--- src/rtl/fifo_pkg.sv ---
// Shared helpers for the FIFO pointer controller: the pointer width function
// and the elaboration-time parameter legality check.
package fifo_pkg;

  // Address width for a RAM of 'depth' entries (at least one bit).
  function automatic int unsigned ptr_width(input int unsigned depth);
    return (depth < 2) ? 1 : $clog2(depth);
  endfunction

  // DEPTH >= 2, AF_THRESH in 1..DEPTH, AE_THRESH in 0..DEPTH-1.
  function automatic bit params_legal(input int unsigned depth,
                                      input int unsigned af_thresh,
                                      input int unsigned ae_thresh);
    return (depth >= 2) && (af_thresh >= 1) && (af_thresh <= depth) &&
           (ae_thresh + 1 <= depth);
  endfunction

endpackage

--- src/rtl/fifo_wrap_ptr.sv ---
// Wrapping FIFO pointer: AW address bits plus one wrap bit. The address wraps
// at DEPTH-1 (non-power-of-two safe) and the wrap bit toggles on each wrap.
// Ports:
//   clk, rst_n : clock, async active-low reset
//   inc        : advance the pointer this cycle
//   clr        : synchronous clear to 0 (priority over inc)
//   addr       : current address, always < DEPTH
//   wrap       : wrap bit
module fifo_wrap_ptr
  import fifo_pkg::*;
#(
  parameter  int unsigned DEPTH = 4,
  localparam int unsigned AW    = ptr_width(DEPTH)
) (
  input  logic          clk,
  input  logic          rst_n,
  input  logic          inc,
  input  logic          clr,
  output logic [AW-1:0] addr,
  output logic          wrap
);

  logic [AW-1:0] addr_q, addr_d;
  logic          wrap_q, wrap_d;

  // Next pointer value.
  always_comb begin
    addr_d = addr_q;
    wrap_d = wrap_q;
    if (clr) begin
      addr_d = '0;
      wrap_d = 1'b0;
    end else if (inc) begin
      if (addr_q == AW'(DEPTH - 1)) begin
        addr_d = '0;
        wrap_d = ~wrap_q;
      end else begin
        addr_d = addr_q + AW'(1);
      end
    end
  end

  // Pointer register.
  always_ff @(posedge clk or negedge rst_n) begin
    if (!rst_n) begin
      addr_q <= '0;
      wrap_q <= 1'b0;
    end else begin
      addr_q <= addr_d;
      wrap_q <= wrap_d;
    end
  end

  assign addr = addr_q;
  assign wrap = wrap_q;

endmodule

--- src/rtl/fifo_ptr_ctrl.sv ---
// Synchronous FIFO controller for a single-clock dual-port RAM. Owns the
// read/write pointers and produces RAM addresses, occupancy and status flags.
// Ports:
//   clk, rst_n            : clock, async active-low reset
//   clr                   : synchronous clear (empties FIFO, clears errors)
//   wr_req, rd_req        : producer / consumer requests
//   wr_en, rd_en          : accepted operations (combinational from state)
//   wr_addr, rd_addr      : RAM addresses
//   count                 : occupancy 0..DEPTH
//   full, empty           : registered status flags
//   almost_full/_empty    : registered threshold flags
//   overflow, underflow   : sticky error flags
module fifo_ptr_ctrl
  import fifo_pkg::*;
#(
  parameter  int unsigned DEPTH     = 1024,
  parameter  int unsigned AF_THRESH = DEPTH - 4,
  parameter  int unsigned AE_THRESH = 4,
  localparam int unsigned AW        = ptr_width(DEPTH)
) (
  input  logic          clk,
  input  logic          rst_n,
  input  logic          clr,
  input  logic          wr_req,
  input  logic          rd_req,
  output logic          wr_en,
  output logic          rd_en,
  output logic [AW-1:0] wr_addr,
  output logic [AW-1:0] rd_addr,
  output logic [AW:0]   count,
  output logic          full,
  output logic          empty,
  output logic          almost_full,
  output logic          almost_empty,
  output logic          overflow,
  output logic          underflow
);

  localparam int unsigned CW = AW + 1;

  if (!params_legal(DEPTH, AF_THRESH, AE_THRESH)) begin : g_param_err
    $error("fifo_ptr_ctrl: illegal DEPTH/AF_THRESH/AE_THRESH combination");
  end

  logic [CW-1:0] count_q, count_d;
  logic          full_q, full_d;
  logic          empty_q, empty_d;
  logic          af_q, af_d;
  logic          ae_q, ae_d;
  logic          ovf_q, ovf_d;
  logic          unf_q, unf_d;
  logic          wr_wrap, rd_wrap;

  // No bypass: a full FIFO only accepts the read, an empty one only the write.
  assign wr_en = wr_req & ~full_q  & ~clr;
  assign rd_en = rd_req & ~empty_q & ~clr;

  fifo_wrap_ptr #(.DEPTH(DEPTH)) u_wr_ptr (
    .clk   (clk),
    .rst_n (rst_n),
    .inc   (wr_en),
    .clr   (clr),
    .addr  (wr_addr),
    .wrap  (wr_wrap)
  );

  fifo_wrap_ptr #(.DEPTH(DEPTH)) u_rd_ptr (
    .clk   (clk),
    .rst_n (rst_n),
    .inc   (rd_en),
    .clr   (clr),
    .addr  (rd_addr),
    .wrap  (rd_wrap)
  );

  // Next count, flags from the next count, sticky errors.
  always_comb begin
    count_d = count_q;
    ovf_d   = ovf_q;
    unf_d   = unf_q;
    if (clr) begin
      count_d = '0;
      ovf_d   = 1'b0;
      unf_d   = 1'b0;
    end else begin
      if (wr_en && !rd_en) begin
        count_d = count_q + CW'(1);
      end else if (rd_en && !wr_en) begin
        count_d = count_q - CW'(1);
      end
      ovf_d = ovf_q | (wr_req & full_q);
      unf_d = unf_q | (rd_req & empty_q);
    end
    full_d  = (count_d == CW'(DEPTH));
    empty_d = (count_d == '0);
    af_d    = (count_d >= CW'(AF_THRESH));
    ae_d    = (count_d <= CW'(AE_THRESH));
  end

  // Count, flag and error registers.
  always_ff @(posedge clk or negedge rst_n) begin
    if (!rst_n) begin
      count_q <= '0;
      full_q  <= 1'b0;
      empty_q <= 1'b1;
      af_q    <= 1'b0;
      ae_q    <= 1'b1;
      ovf_q   <= 1'b0;
      unf_q   <= 1'b0;
    end else begin
      count_q <= count_d;
      full_q  <= full_d;
      empty_q <= empty_d;
      af_q    <= af_d;
      ae_q    <= ae_d;
      ovf_q   <= ovf_d;
      unf_q   <= unf_d;
    end
  end

  assign count        = count_q;
  assign full         = full_q;
  assign empty        = empty_q;
  assign almost_full  = af_q;
  assign almost_empty = ae_q;
  assign overflow     = ovf_q;
  assign underflow    = unf_q;

endmodule
--- config.mk ---
export PLATFORM = sky130hd
export DESIGN_NAME = fifo_ptr_ctrl
export DESIGN_NICKNAME = d
export VERILOG_FILES = /design/src/rtl/fifo_pkg.sv /design/src/rtl/fifo_wrap_ptr.sv /design/src/rtl/fifo_ptr_ctrl.sv
export SDC_FILE = /design/constraint.sdc
export NUM_CORES = 1
export LEC_CHECK = 0
export CORE_UTILIZATION = 55
export CTS_CLUSTER_SIZE = 28
export DETAILED_ROUTE_END_ITERATION = 10
export GPL_TIMING_DRIVEN = 1
export PLACE_DENSITY = 0.85
export REMOVE_ABC_BUFFERS = 1
export SLEW_MARGIN = 10
export SYNTH_ARGS = -nofsm -noshare
export SYNTH_HDL_FRONTEND = slang
export SYNTH_SLANG_ARGS = --single-unit
export TNS_END_PERCENT = 100
--- constraint.sdc ---
create_clock -name clk -period 4.41 [get_ports clk]
set_input_delay 0.441 -clock clk [delete_from_list [all_inputs] [get_ports clk]]
set_output_delay 0.441 -clock clk [all_outputs]
set_load 0.03 [all_outputs]
==> summary.md <==
| Metric | Value |
|---|---|
| Sw Ratio | 36.55% |
| Reg clk slew, reported paths | 0.07 ns |
| Remaining design rule violation count | 0 |
| Finish-stage setup viols | 0 |
| CTS buffer count | 5 |
| I/O Buffers | 43 |
| Largest cells by area after synthesis | dfrtp_1 (42%), nor2_1 (5.6%), o21ai_0 (5.3%) |
| Synthesis-to-layout area growth | 26.39% |
| Initial Util | 59.88% |
| YS warnings | 0 |
| Remaining Overflow, GRT | 0 |
| Post-Route WL | 4.946 mm |
| Max Transition Viols Final | 0 |
| Arrival @ worst endpoint | around 2.7 ns |
| Sum Neg Setup Slack | 0 ns |
| F_max | approximately 310 MHz |
| Clock power frac | 23.1% |
| I/O pin count | 44 |
| Critical path class | in -> out |
| Fin cells | 321 |
| Final instance area | 2625 um2 |
| First-pass GRT wire length | 8.280 mm |
| Number of global-route vias before repair | 1805 |
| Setup crit end kind | output port |
| N_diodes | 0 |
| Worst clock skew | 0.005579 ns |
| Max Cap Violations | 0 |
| Synthesized instance count | between 200 and 250 |
| Predominant post-synthesis flop cell | dfrtp_1 |
| Cell Count Post-Placement | roughly 310 |
| Ys async rst share | 100.0% |
| Seq pwr share | 41.4% |
| Syn avg cell area | 8.953 um2 |
| Post-synth EDFFs | 0 |
| DP Area | 2539 um2 |
| Clock sink total | 37 |
| Combinational Power Share | 35.5% |
| Hold-fix buffers, CTS | 0 |
| Post-Synthesis Cell Area | 2077 um2 |
| Clk buf depth | 2 |
| Via count | a little under 2000 |
| Placer Congestion | around 0.96 |
| Hold Violations, Final | 0 |
| Crit start category | primary input |
| Die Area | 4026 um2 |
| Worst slew margin | 46.96% |
| LEAKAGE | 1.134 nW |
| GRT Resource Usage Total | 26.48% |
| Yosys top cell area share | 42.17% |
| Worst slew pin tran | 0.7938 ns |
| Pwr dens | 390.3 nW/um2 |
| Internal Power | 0.0006501 W |
| Die height | 63.45 um |
| Cell variety after synth | 44 |
| DR iter-0 viols | 169 |
| Final nets | 284 |
| Root Buffer | clkbuf_8 |
| Skew-Pair Late Insertion Delay | 0.29 ns |
| VDD IR-drop max | 0.2834 mV |
| Vias/cell | 6.072 |
| Initial antenna violation count | 0 |
| Post-synthesis sequential area ratio | 44.70% |
| First drt pass iteration count | 5 |
| FF+latch count, synth | 37 |
| Worst EP required | ~4.0 ns |
| Hold path depth | 2 |
| DP HPWL | 3.520 mm |
| # H-tree levels | 2 |
| Share of layout cells above drive strength 1 | around 5.8% |
| CTS tree | done |
| Fillcell total | 258 |
| Post-layout minimum cycle time | 3.176 ns |
| Rows | 21 |
| Largest net degree at the start of global routing | 38 |
| FF-to-FF path depth | 6 |
| CTS resizes | 0 |
| Unrepaired setup endpoints after global routing | false |
| Postcts setup bufs | 0 |
| Core ar. | between 3000 and 4000 um2 |
| Switching Power | 0.0003745 W |
| Final period util | roughly 72% |
| Die width | around 63 um |
| Final ANT Viol Nets | 0 |
| Drt wl/cell | 15.41 um |
| Hold Path Class | reg -> reg |
| Status | completed |
| Crit Path Max Fanout | 15 |
| Area leader, netlist | dfrtp_1 |
## power by group through the flow
stage          Combinational (W)  Sequential [W]  Clock (W)
3_3_place_gp            0.000357        0.000428          0
4_1_cts                 0.000363        0.000423   0.000240
2_1_floorplan           0.000173        0.000483          0
6_report                0.000364        0.000424   0.000236
3_5_place_dp            0.000362        0.000429          0
5_1_grt                 0.000391        0.000429   0.000257
## metal layers
| layer | GRT usage (%) | routed length [um] | up-vias |
|---|---|---|---|
| met5 | 0 | 0 | - |
| met2 | 43.62 | 2383 | 80 |
| met1 | 34.32 | 2225 | 931 |
| li1 | - | - | 930 |
| met3 | 5.435 | 304 | 8 |
| met4 | 9.375 | 33 | 0 |
## state kept, by name, indices dropped and copies added (netlist names)
| name | count |
|---|---|
| u_rd_ptr.addr | 10 |
| count | 11 |
| full | 1 |
| almost_empty | 1 |
| almost_full | 1 |
| u_wr_ptr.addr | 10 |
| overflow | 1 |
| underflow | 1 |
| empty | 1 |
## cells in the mapped netlist (6+ instances only)
| cell | instances |
|---|---|
| o21ai_0 | 22 |
| xor2_1 | 7 |
| and3_1 | 10 |
| nand4_1 | 7 |
| nor3_1 | 6 |
| nand2_1 | 18 |
| a21oi_1 | 7 |
| nand3_1 | 9 |
| nor4_1 | 6 |
| nand3b_1 | 6 |
| nor2_1 | 31 |
| dfrtp_1 | 35 |
| clkbuf_1 | 8 |
## cell usage in the layout (no fill, tap or decap), types with 2 or more instances in the layout
cell type	synthesis	layout
xnor2_1	5	5
nand2_1	18	18
nand3b_1	6	6
nor4_1	6	6
inv_1	5	5
or4_4	2	2
o21ai_1	2	2
or4_1	2	2
clkdlybuf4s50_1	0	43
and3_1	10	10
nor4b_1	3	3
buf_4	0	2
dfstp_2	2	2
dfrtp_1	35	35
ha_1	4	4
and3b_1	2	2
nand3_1	9	9
xor2_1	7	7
nor3_1	6	6
a21oi_1	7	7
nand2b_1	5	5
clkbuf_8	0	6
nor2b_1	2	2
nor2_1	31	31
or3_1	4	4
a31oi_1	2	2
o21ai_0	22	22
nand4_1	7	7
nor3b_1	2	2
or4b_1	2	2
## cell families after synthesis
family | after synthesis | share of synthesized area (%)
AND/OR/NAND/NOR | 121 | 32.11
AO/OA/AOI/OAI | 44 | 12.83
flip-flops | 37 | 44.70
buffers and inverters | 14 | 2.892
XOR/XNOR | 12 | 5.060
adder cells (fa/ha/maj) | 4 | 2.410
## worst max-delay path, cell delays in order
cell	delay, ns
clkdlybuf4s50_1	0.70
nor3b_1	0.79
clkdlybuf4s50_1	0.81
## layout make-up
type,instances,area (um2),share of cell area (%)
clock buffer,7,86.33,3.289
inverter,5,18.77,0.7150
multi-input combinational,181,1089,41.47
sequential,37,928.4,35.37
tap,46,57.56,2.193
timing repair buffer,45,445.4,16.97
## worst paths after layout
| check | from | to | slack (ns) |
|---|---|---|---|
| max | clr | wr_en | 1.23 |
| min | overflow | overflow | 0.53 |
| max reg2reg | count[2] | almost_full | 1.89 |
| min reg2reg | overflow | overflow | 0.53 |
| max in group asynchronous | rst_n | almost_empty | 3.49 |
| min in group asynchronous | rst_n | count[10] | 0.58 |
## through the flow
| step | worst slack [ns] | hold slack (ns) | util, % | power [W] |
|---|---|---|---|---|
| 2_1_floorplan | 1.621 | 0.1454 | - | 0.0006559 |
| 3_3_place_gp | 1.249 | 0.5005 | 73.20 | 0.0007851 |
| 3_5_place_dp | 1.182 | 0.5102 | 73.20 | 0.0007909 |
| 4_1_cts | 1.253 | 0.5267 | 75.69 | 0.001026 |
| 5_1_grt | 1.134 | 0.5473 | 75.69 | 0.001077 |
| 6_report | 1.234 | 0.5279 | 75.69 | 0.001025 |
No activity file was read; power rests on OpenSTA's default activity.
